$ cat src/rtl/tetris_piece_ctrl.sv
// Falling 2x2 piece controller for an 8x8 Tetris board with gravity, moves and row clearing.
// Defining TETRIS_HARD_DROP_EN adds the hard_drop input and its drop-to-floor behaviour.
module tetris_piece_ctrl #(
   parameter int unsigned TICK_DIV = 50000000
) (
   input  logic            clk,
   input  logic            reset,
   input  logic            start,
   input  logic            move_left,
   input  logic            move_right,
`ifdef TETRIS_HARD_DROP_EN
   input  logic            hard_drop,
`endif
   output logic [5:0]      blk_1,
   output logic [5:0]      blk_2,
   output logic [5:0]      blk_3,
   output logic [5:0]      blk_4,
   output logic [7:0][7:0] fallenBlocks,
   output logic            gameState,
   output logic [7:0]      score,
   output logic            busy
);

   localparam int unsigned CntW = (TICK_DIV > 1) ? $clog2(TICK_DIV) : 1;

   localparam logic [2:0] StIdle  = 3'd0;
   localparam logic [2:0] StSpawn = 3'd1;
   localparam logic [2:0] StFall  = 3'd2;
   localparam logic [2:0] StLock  = 3'd3;
   localparam logic [2:0] StClear = 3'd4;
   localparam logic [2:0] StOver  = 3'd5;

   logic [2:0]      state_q, state_d;
   logic [2:0]      px_q, px_d, py_q, py_d;
   logic [2:0]      row_q, row_d;
   logic [CntW-1:0] cnt_q, cnt_d;
   logic [7:0][7:0] board_q, board_d;
   logic [7:0]      score_q, score_d;
   logic            pend_l_q, pend_l_d, pend_r_q, pend_r_d, pend_t_q, pend_t_d;
   logic            in_game, tick, req_l, req_r, req_t;
   logic [3:0]      x4, y4;
`ifdef TETRIS_HARD_DROP_EN
   logic            pend_h_q, pend_h_d, req_h;
`endif

   // True when a 2x2 piece with top-left (x,y) lies on the board and overlaps no settled cell.
   function automatic logic fits(input logic [7:0][7:0] b, input logic [3:0] x,
                                 input logic [3:0] y);
      logic [3:0] x1, y1;
      x1 = x + 4'd1;
      y1 = y + 4'd1;
      if (x > 4'd6 || y > 4'd6) return 1'b0;
      return !(b[y[2:0]][~x[2:0]] || b[y[2:0]][~x1[2:0]] ||
               b[y1[2:0]][~x[2:0]] || b[y1[2:0]][~x1[2:0]]);
   endfunction

   always_comb begin
      state_d  = state_q;
      px_d     = px_q;
      py_d     = py_q;
      row_d    = row_q;
      cnt_d    = '0;
      board_d  = board_q;
      score_d  = score_q;
      x4       = {1'b0, px_q};
      y4       = {1'b0, py_q};
      in_game  = (state_q != StIdle) && (state_q != StOver);
      tick     = (state_q == StFall) && (cnt_q == CntW'(TICK_DIV - 1));
      req_l    = in_game && (pend_l_q || move_left);
      req_r    = in_game && (pend_r_q || move_right);
      req_t    = in_game && (pend_t_q || tick);
      pend_l_d = req_l;
      pend_r_d = req_r;
      pend_t_d = req_t;
`ifdef TETRIS_HARD_DROP_EN
      req_h    = in_game && (pend_h_q || hard_drop);
      pend_h_d = req_h;
`endif

      unique case (state_q)
         StIdle, StOver: begin
            if (start) begin
               board_d = '0;
               score_d = '0;
               state_d = StSpawn;
            end
         end
         StSpawn: begin
            if (!fits(board_q, 4'd3, 4'd0)) begin
               state_d = StOver;
            end else begin
               px_d    = 3'd3;
               py_d    = 3'd0;
               state_d = StFall;
            end
         end
         StFall: begin
            cnt_d = tick ? '0 : cnt_q + 1'b1;
`ifdef TETRIS_HARD_DROP_EN
            // Hard drop stays pending until the piece can no longer descend.
            if (req_h) begin
               if (fits(board_q, x4, y4 + 4'd1)) begin
                  py_d = py_q + 3'd1;
               end else begin
                  pend_h_d = 1'b0;
                  state_d  = StLock;
               end
            end else
`endif
            if (req_t) begin
               pend_t_d = 1'b0;
               if (fits(board_q, x4, y4 + 4'd1)) py_d = py_q + 3'd1;
               else state_d = StLock;
            end else if (req_l) begin
               pend_l_d = 1'b0;
               if (fits(board_q, x4 - 4'd1, y4)) px_d = px_q - 3'd1;
            end else if (req_r) begin
               pend_r_d = 1'b0;
               if (fits(board_q, x4 + 4'd1, y4)) px_d = px_q + 3'd1;
            end
         end
         StLock: begin
            board_d[py_q][~px_q]                 = 1'b1;
            board_d[py_q][~(px_q + 3'd1)]        = 1'b1;
            board_d[py_q + 3'd1][~px_q]          = 1'b1;
            board_d[py_q + 3'd1][~(px_q + 3'd1)] = 1'b1;
            row_d   = 3'd7;
            state_d = StClear;
         end
         StClear: begin
            if (board_q[row_q] == 8'hFF) begin
               for (int r = 1; r < 8; r++) begin
                  if (3'(r) <= row_q) board_d[3'(r)] = board_q[3'(r - 1)];
               end
               board_d[0] = '0;
               if (score_q != 8'hFF) score_d = score_q + 8'd1;
            end else if (row_q == 3'd0) begin
               state_d = StSpawn;
            end else begin
               row_d = row_q - 3'd1;
            end
         end
         default: state_d = StIdle;
      endcase

      if (state_d == StIdle || state_d == StOver || state_d == StSpawn) begin
         pend_l_d = 1'b0;
         pend_r_d = 1'b0;
         pend_t_d = 1'b0;
`ifdef TETRIS_HARD_DROP_EN
         pend_h_d = 1'b0;
`endif
      end
   end

   always_ff @(posedge clk) begin
      if (reset) begin
         state_q  <= StIdle;
         px_q     <= 3'd3;
         py_q     <= 3'd0;
         row_q    <= 3'd7;
         cnt_q    <= '0;
         board_q  <= '0;
         score_q  <= '0;
         pend_l_q <= 1'b0;
         pend_r_q <= 1'b0;
         pend_t_q <= 1'b0;
`ifdef TETRIS_HARD_DROP_EN
         pend_h_q <= 1'b0;
`endif
      end else begin
         state_q  <= state_d;
         px_q     <= px_d;
         py_q     <= py_d;
         row_q    <= row_d;
         cnt_q    <= cnt_d;
         board_q  <= board_d;
         score_q  <= score_d;
         pend_l_q <= pend_l_d;
         pend_r_q <= pend_r_d;
         pend_t_q <= pend_t_d;
`ifdef TETRIS_HARD_DROP_EN
         pend_h_q <= pend_h_d;
`endif
      end
   end

   assign blk_1        = {py_q, px_q};
   assign blk_2        = {py_q, px_q + 3'd1};
   assign blk_3        = {py_q + 3'd1, px_q};
   assign blk_4        = {py_q + 3'd1, px_q + 3'd1};
   assign fallenBlocks = board_q;
   assign score        = score_q;
   assign gameState    = (state_q == StSpawn) || (state_q == StFall) ||
                         (state_q == StLock) || (state_q == StClear);
   assign busy         = (state_q == StLock) || (state_q == StClear);

endmodule

$ cat config.mk
export PLATFORM = sky130hd
export DESIGN_NAME = tetris_piece_ctrl
export DESIGN_NICKNAME = d
export VERILOG_FILES = /design/src/rtl/tetris_piece_ctrl.sv
export SDC_FILE = /design/constraint.sdc
export NUM_CORES = 1
export LEC_CHECK = 0
export BUFFER_PORTS_ARGS = -buffer_cell sky130_fd_sc_hd__buf_2
export CAP_MARGIN = 20
export CORE_MARGIN = 2
export CORE_UTILIZATION = 65
export CTS_BUF_LIST = sky130_fd_sc_hd__clkbuf_2
export DETAILED_ROUTE_END_ITERATION = 12
export HOLD_SLACK_MARGIN = 0.15
export PLACE_DENSITY_LB_ADDON = 0.1
export SETUP_SLACK_MARGIN = 0.2
export SYNTH_ARGS = -nofsm -noshare
export SYNTH_HDL_FRONTEND = slang
export SYNTH_SLANG_ARGS = --single-unit
$ cat constraint.sdc
create_clock -name clk -period 6.8 [get_ports clk]
set_input_delay 1.36 -clock clk [delete_from_list [all_inputs] [get_ports clk]]
set_output_delay 1.36 -clock clk [all_outputs]
set_load 0.03 [all_outputs]
; ---- Yosys cells after proc, flatten, opt, wreduce, memory -nomap -nowiden
; Cells that the tools add are included.
[classes]
bitwise_logic = 11
mux = 106
n_reduce_logical = 58
magnitude_cmp = 23
eq_ne = 26
addsub = 12
[op_table]
columns = op, n
row1 = $or 64x64->64, 4
row2 = $mux 8, 14
row3 = $bmux 8 s3, 4
row4 = $demux 8 s3, 4
row5 = $pmux 32 s3, 1
row6 = $mux 64, 1
row7 = $pmux 32 s2, 1
row8 = $mux 3, 17
row9 = $mux 1, 45
row10 = $lt 3x4->1 const B, 11
row11 = $bmux 1 s3, 11
row12 = $mux 32, 1
row13 = $add 26x1->26 const B, 1
row14 = $eq 26x26->1 const B, 1
row15 = $logic_or 1x1->1, 24
row16 = $ne 2x2->1 const B, 12
row17 = $reduce_and 4->1, 5
row18 = $not 3->3, 6
row19 = $pmux 3 s2, 3
row20 = $pmux 8 s2, 1
row21 = $add 3x1->3 const B, 5
row22 = $pmux 3 s5, 1
row23 = $ge 3x1->1 const B, 4
row24 = $gt 4x3->1 const B, 3
row25 = 25 further kinds, 56
[word_totals]
word_cells = 253
register_bits = 113
output_inout_bits = 98
inputBits = 5

; ---- Depth between registers and ports, before layout
[depth]
word_depth = 19
depth_mapped = 16
mapped_depth_nobuf = 11

; ---- Worst setup path after synthesis
; OpenSTA, ideal clock, no wires.
[synth_path]
path_type = reg-to-reg
start = register py_q[0]
end = register py_q[1]
required_time_ns = 6.669
setup_slack_ns = 2.271
setup_ns = 0.131
n_path_buf = 5
t_arrival_ns = 4.398
path_stages_with_launch = 17
synth_period_minus_slack_ns = 4.529
path_cell_list = dfxtp_1 buf_2 inv_1 buf_1 ha_1 buf_4 buf_6 inv_1 buf_1 mux4_2 mux2i_2 mux2i_1 a211o_1 a21oi_2 nand4_1 a21oi_1 o22ai_1
[synth_between]
word_cells_on_any_way = 32
classes_between = add/sub (3) / order compare (1) / eq/ne (1) / mux (21) / reduce/logical (6)
[synth_rtl]
columns = element, line
row1 = "start, declared", 34  ; logic [2:0] px_q, px_d, py_q, py_d;
row2 = "start signal, assigned", 174  ; py_q <= py_d;
row3 = $add 3x1->3, -
row4 = via blk_3[4], 16  ; output logic [5:0] blk_3,
row5 = $mux 3, 112  ; if (fits(board_q, x4, y4 + 4'd1)) py_d = py_q + 3'd1;
row6 = $mux 3, 110  ; if (req_t) begin
row7 = $pmux 3 s2, 80  ; unique case (state_q)
; The timed path passes the listed nets, and every way through them passes these cells. The select of a mux whose other input is x is not followed.
; A chain may end at the register's enable or synchronous reset.

; ---- Worst setup path in the final report
[layout_path]
start = register px_q[0]
end = output blk_2[2]
[layout_between]
elab_chain_len = 1
[layout_rtl]
columns = element, line
row1 = "start, declared", 34
row2 = "start signal, assigned", 173  ; px_q <= px_d;
row3 = $add 3x1->3, 189  ; assign blk_2 = {py_q, px_q + 3'd1};
row4 = "end, declared", 15  ; output logic [5:0] blk_2,
; No other way between the ends.

==> qor.yml <==
worstPathCellList: "ha_1 > xnor2_1 > inv_1 > buf_2"
cpPeakStageDelay_ns: 1.08
required_ns: 5.44
endpoint_kind: "primary output"
postSynth.topFlopCell: "dfxtp_1"
drt_wl_total_um: 25500
fp.coreArea_um2: 11900
htree_levels: 4
internal-power_mw: 1.24
synth-seq-area-share: 0.288
worst_r2r_path_depth: 11
portBuffers: 102
globalRouteTotalUtil: 0.392
detailedRoute.firstIterationViolations: 888
p_total_mw: 2.28
drt-vias-per-instance: 7.01
power_density_nw_per_um2: 266
numCtsBuffers: 17
worst_hold_startpoint: "cnt_q[0]"
number_of_antenna_repair_diodes: 0
critical-path-top-delay-family: "flip-flops"
timing.critical_path.from_type: "flop"
postSynthRegisterBits: 113
cts_hold_buffers: 0
share_of_synthesized_cell_area_in_full_adder_half_adder_and_majority_cells: 0.0239
via_count: 7963
syn2layout_area_growth_pct: 9.29
netlist_instances: 910
post_synth_xor_area_fraction: 0.0477
worst_hold_path.num_cells: 1
power_frac_comb: 0.422
clkSlewWorstSetupHoldPaths_ns: 0.16
detail_route.wl_per_cell_um: 22.4
holdCritPathClass: "reg -> reg"
synth-async-reset-ratio: 0
place_hpwl_um: 18000
syn-cell-area_um2: 7840
setup_repair_after_global_routing_missed_its_margin: "false"
number_of_top_level_design_ports: 103
finalHoldViolations: 0
die-area_um2: 13000
max-slew-margin-rel: 0.263
pre_cts_ws_ns: 2.18
worst_r2r_startpoint: "px_q[0]"
worst_case_vdd_ir_drop_mv: 0.248
highest_attainable_clock_frequency_mhz: 210
antenna_found_initial: 0
timing.rr.end: "py_q[1]"
cp_max_fo: 31
setup_slack_ns: 2.03
max-clock-path-buffers: 2
number_of_design_rule_violations_left_after_detail_routing: 0
power.share.sequential: 0.374
grt_pass1_wl_um: 39400
post_cts_resize_count: 0
cts_setup_buffers: 0
switchingPower_mw: 1.04
final.hold.worst_slack_ns: 0.485
worst_slew_pin_slew_ns: 1.10
count_of_buffer_and_inverter_cells_on_the_critical_path: 2
critical_path_class: "reg -> out"
setup-tns-final_ns: 0
switching_share: 0.457
cts.root.buffer_cell: "clkbuf_2"
share_clk_of_total_power: 0.204
clock_sink_count: 113
syn-mean-instance-area_um2: 8.62
die_w_um: 114
cp_data_arrival_time_ns: 3.41
worstHoldEndpoint: "cnt_q[0]"
final_antenna_net_count: 0
die_h_um: 114
max-cap-violations: 0
crit_slowest_cell: "dfxtp_1"
floorplan.rows: 40
postSynthNetCount: 930
timing.final.crit_period_ns: 4.77
via_count_of_the_first_global_routing_pass: 7188
clock_latency_ns: 0.73
netlist-cell-type-count: 73
synth_top_family_by_area: "multiplexers"
place_congestion: 0.983
detail_route.first_pass.iterations: 6
timing.final.crit_share: 0.702
final_layout_size_suffix_gt1_frac: 0.218
final_nets: 997
overflow: 0
drv_slew: 0
total_leakage_power_nw: 3.38
grt_start_max_net_pins: 70
final-setup-viol-count: 0
number_of_synthesized_flops_with_an_enable_pin: 0
basic_gate_share_of_the_synthesized_area_counting_and_or_nand_and_nor_cells: 0.202
yosys-mux-area-fraction: 0.210
start_util: 0.658
r2r_setup_slack_ns: 2.03
status: "finished clean"
yosys_warnings: 0
synth-compound-area-share: 0.176
clock_tree_from_tritoncts: "yes"
clock_skew_ns: 0.0301
layer usage:
layer	track usage	part of all wire
met2	0.599	0.45
met4	0.197	0.055
met5	0	0
met3	0.104	0.11
met1	0.518	0.38
placed cells by master, fill, tap and decap left out, drive strengths merged, types with 29 or more instances in the layout:
master,count
nor2,159
buf,118
dfxtp,113
nand2,69
a21oi,61
mux4,50
mux2i,45
a22oi,35
nand3,34
o21ai,29
Yosys cell counts (22+ instances only):
cell type	number	area, um2
nor2_1	159	597
dfxtp_1	113	2260
nand2_1	69	259
a21oi_1	60	300
mux4_2	50	1130
mux2i_1	44	440
clkbuf_1	42	158
a22oi_1	35	263
nand3_1	34	170
o21ai_0	24	120
xor2_1	23	201
nand4_1	22	138
per-stage QoR:
| stage | instance area (um2) | utilization | cells |
|---|---|---|---|
| 2_1_floorplan | 7840 | - | 910 |
| 3_3_place_gp | 8290 | 0.696 | 1102 |
| 3_5_place_dp | 8290 | 0.696 | 1102 |
| 4_1_cts | 8530 | 0.716 | 1133 |
| 5_1_grt | 8570 | 0.719 | 1136 |
| 6_report | 8570 | 0.719 | 1136 |
power groups by stage:
stage	sequential [mW]	combinational [mW]	clock, mW
after floorplan	0.852	0.665	0
after global placement	0.853	0.906	0
after detailed placement	0.858	0.924	0
after CTS	0.843	0.929	0.468
after global routing	0.855	1.03	0.499
final	0.854	0.963	0.466
worst reg2reg max path, cell delays in order, from the launching register on:
cell	delay, ns
dfxtp_1	1.08
clkinv_1	0.27
ha_1	0.87
clkinv_1	0.72
mux4_2	0.49
a22o_1	0.24
a31oi_1	0.15
o311ai_1	0.14
a21oi_2	0.21
nand4_1	0.17
nand2b_1	0.21
o22ai_1	0.16
flip-flops by register name, indices dropped and copies added (netlist names):
register / cells
cnt_q: 26
fallenBlocks: 64
pend_l_q: 1
pend_r_q: 1
pend_t_q: 1
px_q: 3
py_q: 3
row_q: 3
score: 8
state_q: 3
worst max path at each step:
| stage | start | to | cells past startpoint |
|---|---|---|---|
| floorplan | py_q[0] | py_q[1] | 16 |
| global placement | px_q[0] | py_q[0] | 11 |
| detailed placement | px_q[0] | py_q[0] | 11 |
| CTS | px_q[0] | blk_2[2] | 4 |
| global route | px_q[0] | py_q[0] | 11 |
| finish | px_q[0] | blk_2[2] | 4 |
layout make-up:
class | instances | area, um2
Multi-Input combinational cell | 712 | 5180
Clock inverter | 12 | 143
Tap cell | 147 | 184
Inverter | 15 | 58.8
Timing Repair Buffer | 118 | 646
Clock buffer | 19 | 95.1
Sequential cell | 113 | 2260
Fill cell | 944 | 3340
cell families after synthesis:
kind of cell / after synthesis
buffers and inverters: 85
adders and majority gates: 15
xor gates and xnor gates: 39
and+or+nand+nor: 351
DFF: 113
AOI/OAI and AO/OA: 206
muxes: 101
Power figures use the tool's default switching activity.
